<file path="config.mk">
export PLATFORM = sky130hd
export DESIGN_NAME = kim_fifo_rr_arbiter
export DESIGN_NICKNAME = d
export VERILOG_FILES = /design/src/rtl/kim_fifo_pkg.sv /design/src/rtl/kim_rr_picker.sv /design/src/rtl/kim_fifo_rr_arbiter.sv
export SDC_FILE = /design/constraint.sdc
export NUM_CORES = 1
export LEC_CHECK = 0
export CAP_MARGIN = 25
export CORE_MARGIN = 5
export CORE_UTILIZATION = 28
export CTS_CLUSTER_SIZE = 25
export DETAILED_ROUTE_END_ITERATION = 10
export HOLD_SLACK_MARGIN = 0.02
export PLACE_DENSITY = 0.82
export SYNTH_ARGS = -nofsm -noshare
export SYNTH_HDL_FRONTEND = slang
export SYNTH_HIERARCHICAL = 1
export SYNTH_SLANG_ARGS = --single-unit
</file>
<file path="constraint.sdc">
create_clock -name clk -period 2.5 [get_ports clk]
set_clock_uncertainty 0.15 [all_clocks]
set_input_delay 0.75 -clock clk [delete_from_list [all_inputs] [get_ports clk]]
set_output_delay 0.75 -clock clk [all_outputs]
set_load 0.02 [all_outputs]
</file>
<file path="src/rtl/kim_fifo_pkg.sv">
// Shared definitions for the kim FIFO round-robin arbiter: FSM encodings,
// default payload width and a constant-width helper.
package kim_fifo_pkg;

  // Arbiter FSM encodings.
  typedef enum logic [1:0] {
    S_IDLE  = 2'b00,
    S_GRANT = 2'b01
  } arb_state_e;

  // Default payload width, matches the FIFO data width.
  localparam int DATA_W_DEF = 32;

  // Bits needed to index 'value' items; never returns less than 1 so that
  // degenerate cases (one item) still get a legal vector width.
  function automatic int kim_clog2(input int value);
    int width;
    width = 1;
    while ((1 << width) < value) begin
      width++;
    end
    return width;
  endfunction

endpackage : kim_fifo_pkg

</file>
<file path="src/rtl/kim_rr_picker.sv">
// Combinational round-robin picker: finds the first set request bit at or
// after ptr, wrapping from NUM_REQ-1 back to 0.
module kim_rr_picker
  import kim_fifo_pkg::*;
#(
  parameter int NUM_REQ  = 4,
  parameter int REQ_ID_W = kim_clog2(NUM_REQ)
) (
  input  logic [NUM_REQ-1:0]  req,
  input  logic [REQ_ID_W-1:0] ptr,
  output logic                found,
  output logic [REQ_ID_W-1:0] idx
);

  // Scan ptr, ptr+1, ... (mod NUM_REQ); the first hit wins.
  always_comb begin
    int unsigned cand;
    // NOTE: every variable written here gets a value before any branch, so
    // no path can leave it holding its old value and no latch is inferred.
    found = 1'b0;
    idx   = '0;
    cand  = 0;
    for (int k = 0; k < NUM_REQ; k++) begin
      cand = int'(ptr) + k;
      if (cand >= NUM_REQ) begin
        cand = cand - NUM_REQ;
      end
      if (!found && req[cand]) begin
        found = 1'b1;
        idx   = cand[REQ_ID_W-1:0];
      end
    end
  end

endmodule : kim_rr_picker

</file>
<file path="src/rtl/kim_fifo_rr_arbiter.sv">
// Round-robin arbiter sharing one FIFO write port between NUM_REQ
// valid/ready producers. A grant is locked for one burst (until s_last or
// MAX_BURST beats), followed by one idle arbitration cycle, after which the
// search starts just past the previous winner.
module kim_fifo_rr_arbiter
  import kim_fifo_pkg::*;
#(
  parameter int NUM_REQ     = 4,
  parameter int REQ_ID_W    = kim_clog2(NUM_REQ),
  parameter int DATA_W      = DATA_W_DEF,
  parameter int MAX_BURST   = 8,
  parameter int BURST_CNT_W = kim_clog2(MAX_BURST)
) (
  input  logic                      clk,
  input  logic                      rst,
  input  logic [NUM_REQ-1:0]        s_valid,
  output logic [NUM_REQ-1:0]        s_ready,
  input  logic [NUM_REQ*DATA_W-1:0] s_data,
  input  logic [NUM_REQ-1:0]        s_last,
  output logic                      m_valid,
  input  logic                      m_ready,
  output logic [DATA_W-1:0]         m_data,
  output logic [REQ_ID_W-1:0]       m_src,
  output logic                      m_last
);

  arb_state_e               state_q, state_d;
  logic [REQ_ID_W-1:0]      grant_q, grant_d;
  logic [REQ_ID_W-1:0]      prio_ptr_q, prio_ptr_d;
  logic [BURST_CNT_W-1:0]   beat_cnt_q, beat_cnt_d;

  logic                     pick_found;
  logic [REQ_ID_W-1:0]      pick_idx;

  logic [DATA_W-1:0]        req_data [NUM_REQ];
  logic                     g_valid;
  logic                     g_last;
  logic [DATA_W-1:0]        g_data;
  logic                     beat;
  logic                     release_now;

  // The picker only feeds next-state logic, so non-granted s_valid bits
  // never reach an output combinationally.
  kim_rr_picker #(
    .NUM_REQ  (NUM_REQ),
    .REQ_ID_W (REQ_ID_W)
  ) u_picker (
    .req   (s_valid),
    .ptr   (prio_ptr_q),
    .found (pick_found),
    .idx   (pick_idx)
  );

  // Unpack the flat payload bus into one word per requester.
  always_comb begin
    for (int i = 0; i < NUM_REQ; i++) begin
      req_data[i] = s_data[i*DATA_W +: DATA_W];
    end
  end

  // Signals of the currently granted requester and the burst-end decision.
  always_comb begin
    g_valid     = s_valid[grant_q];
    g_last      = s_last[grant_q];
    g_data      = req_data[grant_q];
    beat        = (state_q == S_GRANT) && g_valid && m_ready;
    release_now = g_last || (beat_cnt_q == BURST_CNT_W'(MAX_BURST - 1));
  end

  // Next-state logic: arbitrate in S_IDLE, count beats and release in S_GRANT.
  always_comb begin
    state_d    = state_q;
    grant_d    = grant_q;
    prio_ptr_d = prio_ptr_q;
    beat_cnt_d = beat_cnt_q;
    case (state_q)
      S_IDLE: begin
        if (pick_found) begin
          state_d    = S_GRANT;
          grant_d    = pick_idx;
          beat_cnt_d = '0;
        end
      end
      S_GRANT: begin
        // Without a beat (FIFO full or requester paused) everything holds.
        if (beat) begin
          if (release_now) begin
            state_d    = S_IDLE;
            beat_cnt_d = '0;
            prio_ptr_d = (grant_q == REQ_ID_W'(NUM_REQ - 1)) ? '0 : grant_q + 1'b1;
          end else begin
            beat_cnt_d = beat_cnt_q + 1'b1;
          end
        end
      end
      default: begin
        state_d = S_IDLE;
      end
    endcase
  end

  // Output mux: zero-latency pass-through of the granted requester only.
  always_comb begin
    s_ready = '0;
    m_valid = 1'b0;
    m_data  = '0;
    m_src   = '0;
    m_last  = 1'b0;
    if (!rst && (state_q == S_GRANT)) begin
      m_valid          = g_valid;
      s_ready[grant_q] = m_ready;
      m_data           = g_data;
      m_src            = grant_q;
      m_last           = g_last;
    end
  end

  // State registers with synchronous reset.
  always_ff @(posedge clk) begin
    // NOTE: non-blocking assignments so every register samples the values
    // from before this edge, independent of statement order.
    if (rst) begin
      state_q    <= S_IDLE;
      grant_q    <= '0;
      prio_ptr_q <= '0;
      beat_cnt_q <= '0;
    end else begin
      state_q    <= state_d;
      grant_q    <= grant_d;
      prio_ptr_q <= prio_ptr_d;
      beat_cnt_q <= beat_cnt_d;
    end
  end

endmodule : kim_fifo_rr_arbiter

</file>
Word-level counts from Yosys, hierarchy flattened --
Index checks and enable logic that the tools add are counted.
Word-level totals: output and inout bits 40, bits of input ports 139, word-level logic and storage cells 93, register bits after elaboration 9
Cells by class: bitwise gates (word level) 2, order comparisons 11, add/subtract/negate cells 9, equality and inequality tests 6, multiplexer cells 43, reductions and logical operators 18
Operators by type and width (number):
- 32-bit 2-to-1 mux | 7
- 32-bit by 3-bit less-than comparator with 1-bit output, second input constant | 4
- 32-bit by 3-bit >= comparator with 1-bit output, second input constant | 3
- 32-bit by 3-bit subtractor with 32-bit output, second input constant | 3
- 32-bit binary-select mux with 2-bit select | 1
- 2-bit 2-to-1 mux | 9
- 1-bit 2-to-1 mux | 13
- 1-bit binary-select mux with 2-bit select | 6
- 3-bit 2-to-1 mux | 3
- 3-bit AND reduction | 3
- 1-bit logical AND | 7
- 2-bit by 2-bit adder with 3-bit output, second input constant | 2
- 2-bit inequality test, second input constant | 3
- 3-bit case mux with 2 select lines | 1
- 4-bit AND | 1
- 1-bit logical NOT | 4
- 4-bit 2-to-1 mux | 1
- 2-bit case mux with 2 select lines | 1
- 2-bit by 3-bit subtractor with 4-bit output, second input constant | 1
- 2-bit by 1-bit adder with 3-bit output, second input constant | 1
- 3-bit by 1-bit adder with 3-bit output, second input constant | 1
- 3-bit == test, second input constant | 1
- 2-bit by 3-bit >= comparator with 1-bit output, second input constant | 1
- 3-bit >= comparator, second input constant | 1
- 11 further kinds | 11

Longest topological paths before layout --
depth in word-level cells 16, depth in mapped cells 6, mapped depth without buffers 5

By module --
The synthesis kept the hierarchy.
Modules (own cells, without submodules):
- kim_fifo_rr_arbiter | times used 1, cells an instance 129, area each 1519.0 um2, sequential area each 160.2 um2
- kim_rr_picker | times used 1, cells an instance 15, area each 77.6 um2, sequential area each 0.0 um2

Least setup slack after synthesis --
OpenSTA, ideal clock, no wires.
path type register to output, from reg grant_q[0], to out m_data[12], arrival time 1.555 ns, buffers on the path 2, slack 0.045 ns, cell stages (with the launch flop) 5, required time 1.600 ns, cells stage by stage dfxtp_1 -> buf_6 -> buf_2 -> mux4_2 -> and2_1
Between the ends: longest elaborated chain between the ends 5
RTL lines:
- from (decl) | RTL line kim_fifo_rr_arbiter.sv:28 | logic [REQ_ID_W-1:0] grant_q, grant_d;
- from (signal assigned) | RTL line kim_fifo_rr_arbiter.sv:129 | grant_q <= grant_d;
- 2-bit inverter with 3-bit output (not written as such) | RTL line kim_fifo_rr_arbiter.sv:65 | g_data = req_data[grant_q];
- 32-bit binary-select mux with 2-bit select | RTL line kim_fifo_rr_arbiter.sv:65
- 32-bit 2-to-1 mux (not written as such) (2 in a row) | RTL line kim_fifo_rr_arbiter.sv:65
- 32-bit 2-to-1 mux | RTL line kim_fifo_rr_arbiter.sv:109 | if (!rst && (state_q == S_GRANT)) begin
- to (decl) | RTL line kim_fifo_rr_arbiter.sv:22 | output logic [DATA_W-1:0] m_data,
Every way passes these cells. The select of a mux whose other input is x is not followed.

Worst setup path in the final report --
from in s_data[0], to out m_data[0]
Between the ends: longest elaborated chain between the ends 4
RTL lines:
- from (decl) | RTL line kim_fifo_rr_arbiter.sv:18 | input logic [NUM_REQ*DATA_W-1:0] s_data,
- 32-bit binary-select mux with 2-bit select | RTL line kim_fifo_rr_arbiter.sv:65
- 32-bit 2-to-1 mux (not written as such) (2 in a row) | RTL line kim_fifo_rr_arbiter.sv:65
- 32-bit 2-to-1 mux | RTL line kim_fifo_rr_arbiter.sv:109
Every way passes these cells. The select of a mux whose other input is x is not followed.

==> flow_metrics.py <==
metrics = {
    "placement": {
        "io_buffer_count": 178,
        "place_congestion": 0.823,
        "dpl_cell_area_mm2": 0.00363,
        "hpwl_um": 6420,
    },
    "setup_path": {
        "critPathBufInv": 2,
        "worstReg2RegStart": "grant_q[0]$_SDFFE_PP0P_",
        "cp_top_family": "multiplexers",
        "path_class": "in2out",
        "path_cells": "clkdlybuf4s15_1, mux4_2, and2_4, buf_6",
        "cp_slowest_cell": "mux4_2",
        "reg2regPathDepth": 5,
        "cp-start-kind": "input port",
        "ff2ff_setup_slack_ns": 0.36,
        "cp-end-kind": "primary output",
        "crit_fanout": 1,
        "cp.arrival_ns": 1.64,
        "reg2reg_to": "beat_cnt_q[1]$_SDFFE_PP0P_",
        "path_depth": 4,
        "crit_required_ns": 1.60,
        "max_stage_delay_ns": 0.44,
    },
    "timing": {
        "relSlewSlack_pct": 83.1,
        "setup_viol": 21,
        "setup_ws_ns": -0.0399,
        "slew_viol_final": 0,
        "rsz0062_at_grt": "true",
        "fmax_mhz": 394,
        "period_share_pct": 102,
        "worstMarginPinSlew_ns": 0.250,
        "fin_crit_ns": 2.54,
        "hold_viol": 0,
    },
    "cts": {
        "root_buffer": "clkbuf_8",
        "cts_hold_buf": 0,
        "numCtsBuffers": 3,
        "clock-sinks": 8,
        "htree_levels": 1,
        "cts_tree": "done",
        "clockBufferDepth": 2,
        "clk_pin_slew_ns": 0.04,
        "clk_latency_ns": 0.24,
    },
    "synthesis": {
        "syn_avg_cell_area_um2": 11.1,
        "synthCells": 144,
        "synthesis.nets": 289,
        "synth_warnings": 6,
        "ys_seq_elements": 8,
        "synth.distinct_cells": 27,
        "yosysSeqAreaShare_pct": 10.0,
        "syn_area_mm2": 0.00160,
    },
    "floorplanning": {
        "die-area_mm2": 0.00731,
        "start_util_pct": 28.8,
        "fp.dieW_um": 85.5,
        "core_mm2": 0.00554,
        "rows": 27,
        "ioPinCount": 179,
        "die_h_um": 85.5,
    },
    "power_and_ir_drop": {
        "p_per_area_mw_per_mm2": 249,
        "p_leak_nw": 1.67,
        "finalPower_w": 0.000872,
        "irDropWorstVdd_mv": 0.358,
    },
    "layout": {
        "mostFrequentLayoutCells": "buf_2 (83), buf_6 (42), mux4_2 (34), and2_4 (34), clkbuf_2 (32)",
        "antennaDiodeCount": 0,
        "area_delta_synth_final_pct": 120,
        "drive_above_1_share_pct": 79.0,
        "final_core_util_pct": 63.3,
        "nets": 494,
        "final_common_cell": "buf_2",
        "final_area_mm2": 0.00351,
    },
    "grt": {
        "grt_antenna_before_repair": 0,
        "grt_max_degree": 19,
        "grt_pass1_vias": 2243,
        "gr-total-overflow": 0,
        "grt_pass1_wl_um": 12400,
        "track_usage_pct": 22.1,
    },
    "routing": {
        "dr.pass1.iters": 4,
        "drcViolationCount": 0,
        "drt-initial-drc-count": 56,
        "num_vias": 2110,
        "vias_per_cell": 5.04,
        "ant_nets": 0,
        "wl_per_cell_um": 20.2,
        "wl_um": 8470,
    },
    "status": {
        "violations": "negative setup slack",
        "status": "finished, violations left",
    },
    "hold_path": {
        "min_path_cells": 2,
        "hold_start": "beat_cnt_q[0]$_SDFFE_PP0P_",
        "hold_end": "beat_cnt_q[0]$_SDFFE_PP0P_",
        "hp-class": "reg2reg",
    },
    "run": {
        "maxCapViolations": 0,
    },
}
[synthesized netlist by cell type (all sizes together)]
cell	count	share of area, %
and2	34	13
mux4	34	48
dfxtp	8	10
clkbuf	7	1.6
inv	7	1.6
buf	6	2.1
ha	6	4.7
nor2	6	1.4
nand2b	5	2.0
nor2b	5	2.0
a21oi	4	1.3
and3	4	1.6
mux2i	4	2.5
mux2	3	2.4
nor3	2	0.63
nor4b	2	1.1
a221o	1	0.63
a31oi	1	0.78
nand3	1	0.31
o2111a	1	0.78
o21ai	1	0.31
o221ai	1	0.55
or4	1	0.47
[registers in the layout (all words and copies together), names as in the netlist]
name / cells
beat_cnt_q: 3
grant_q: 2
prio_ptr_q: 2
state_q: 1
[per-stage QoR]
| step | instances | setup TNS [ns] | setup slack (ns) | hold WS [ns] |
|---|---|---|---|---|
| 2_1_floorplan | 144 | 0 | 0.0447 | 0.315 |
| 3_3_place_gp | 402 | -28.83 | -0.821 | 0.326 |
| 3_5_place_dp | 402 | -29.96 | -0.841 | 0.362 |
| 4_1_cts | 416 | -0.797 | -0.0483 | 0.367 |
| 5_1_grt | 419 | -1.55 | -0.0720 | 0.404 |
| 6_report | 419 | -0.375 | -0.0399 | 0.355 |
[cell families (layout without fill, tap and decap cells)]
group / after synthesis / after routing / synth area share [%]
and+or+nand+nor: 60 / 60 / 22.7
DFF: 8 / 8 / 10.0
adders and majority gates: 6 / 6 / 4.70
muxes: 41 / 41 / 52.8
buffers and inverters: 20 / 223 / 5.41
AOI/OAI and AO/OA: 9 / 9 / 4.31
[repair_timing]
item,CTS,global route
pin swaps,34,6
setup buffers,8,2
gates resized for setup,648,34
cloned,4,2
setup endpoints to repair,40,38
[power breakdown]
group	leakage, nW	internal (W)	switching [W]	total (W)
clock	0.0216	0.000105	0.0000549	0.000159
sequential	0.0664	0.000133	0.00000795	0.000141
combinational	1.58	0.000369	0.000203	0.000571
total	1.67	0.000607	0.000265	0.000872
[cell type report]
class                   instances  area [um^2]
fillers                       507         2030
flip-flops and latches          8          165
repair buffers                213         1740
clock buffers                   3         41.3
multi-input cells             116         1450
inverters                       7         26.3
well taps                      72         90.1
[worst register-to-register path, stage by stage (launching register included)]
cell and delay, ns:
dfxtp_4 0.41, buf_4 0.14, mux4_2 0.53, buf_4 0.17
a31oi_2 0.26, mux2_2 0.36
[layer usage]
| layer | global-route usage (%) | part of all wire [%] |
|---|---|---|
| met1 | 24.7 | 34 |
| met2 | 42.4 | 56 |
| met3 | 4.71 | 7.7 |
| met4 | 5.47 | 2.1 |
| met5 | 0 | 0 |
[worst max path at each step]
stage | slack (ns) | end | start
2_1_floorplan | 0.04 | m_data[12] | grant_q[0]$_SDFFE_PP0P_
3_3_place_gp | -0.82 | m_valid | s_valid[3]
3_5_place_dp | -0.84 | m_valid | s_valid[3]
4_1_cts | -0.05 | m_data[28] | rst
5_1_grt | -0.07 | m_data[15] | s_data[79]
6_report | -0.04 | m_data[0] | s_data[0]
Power figures use the tool's default switching activity.
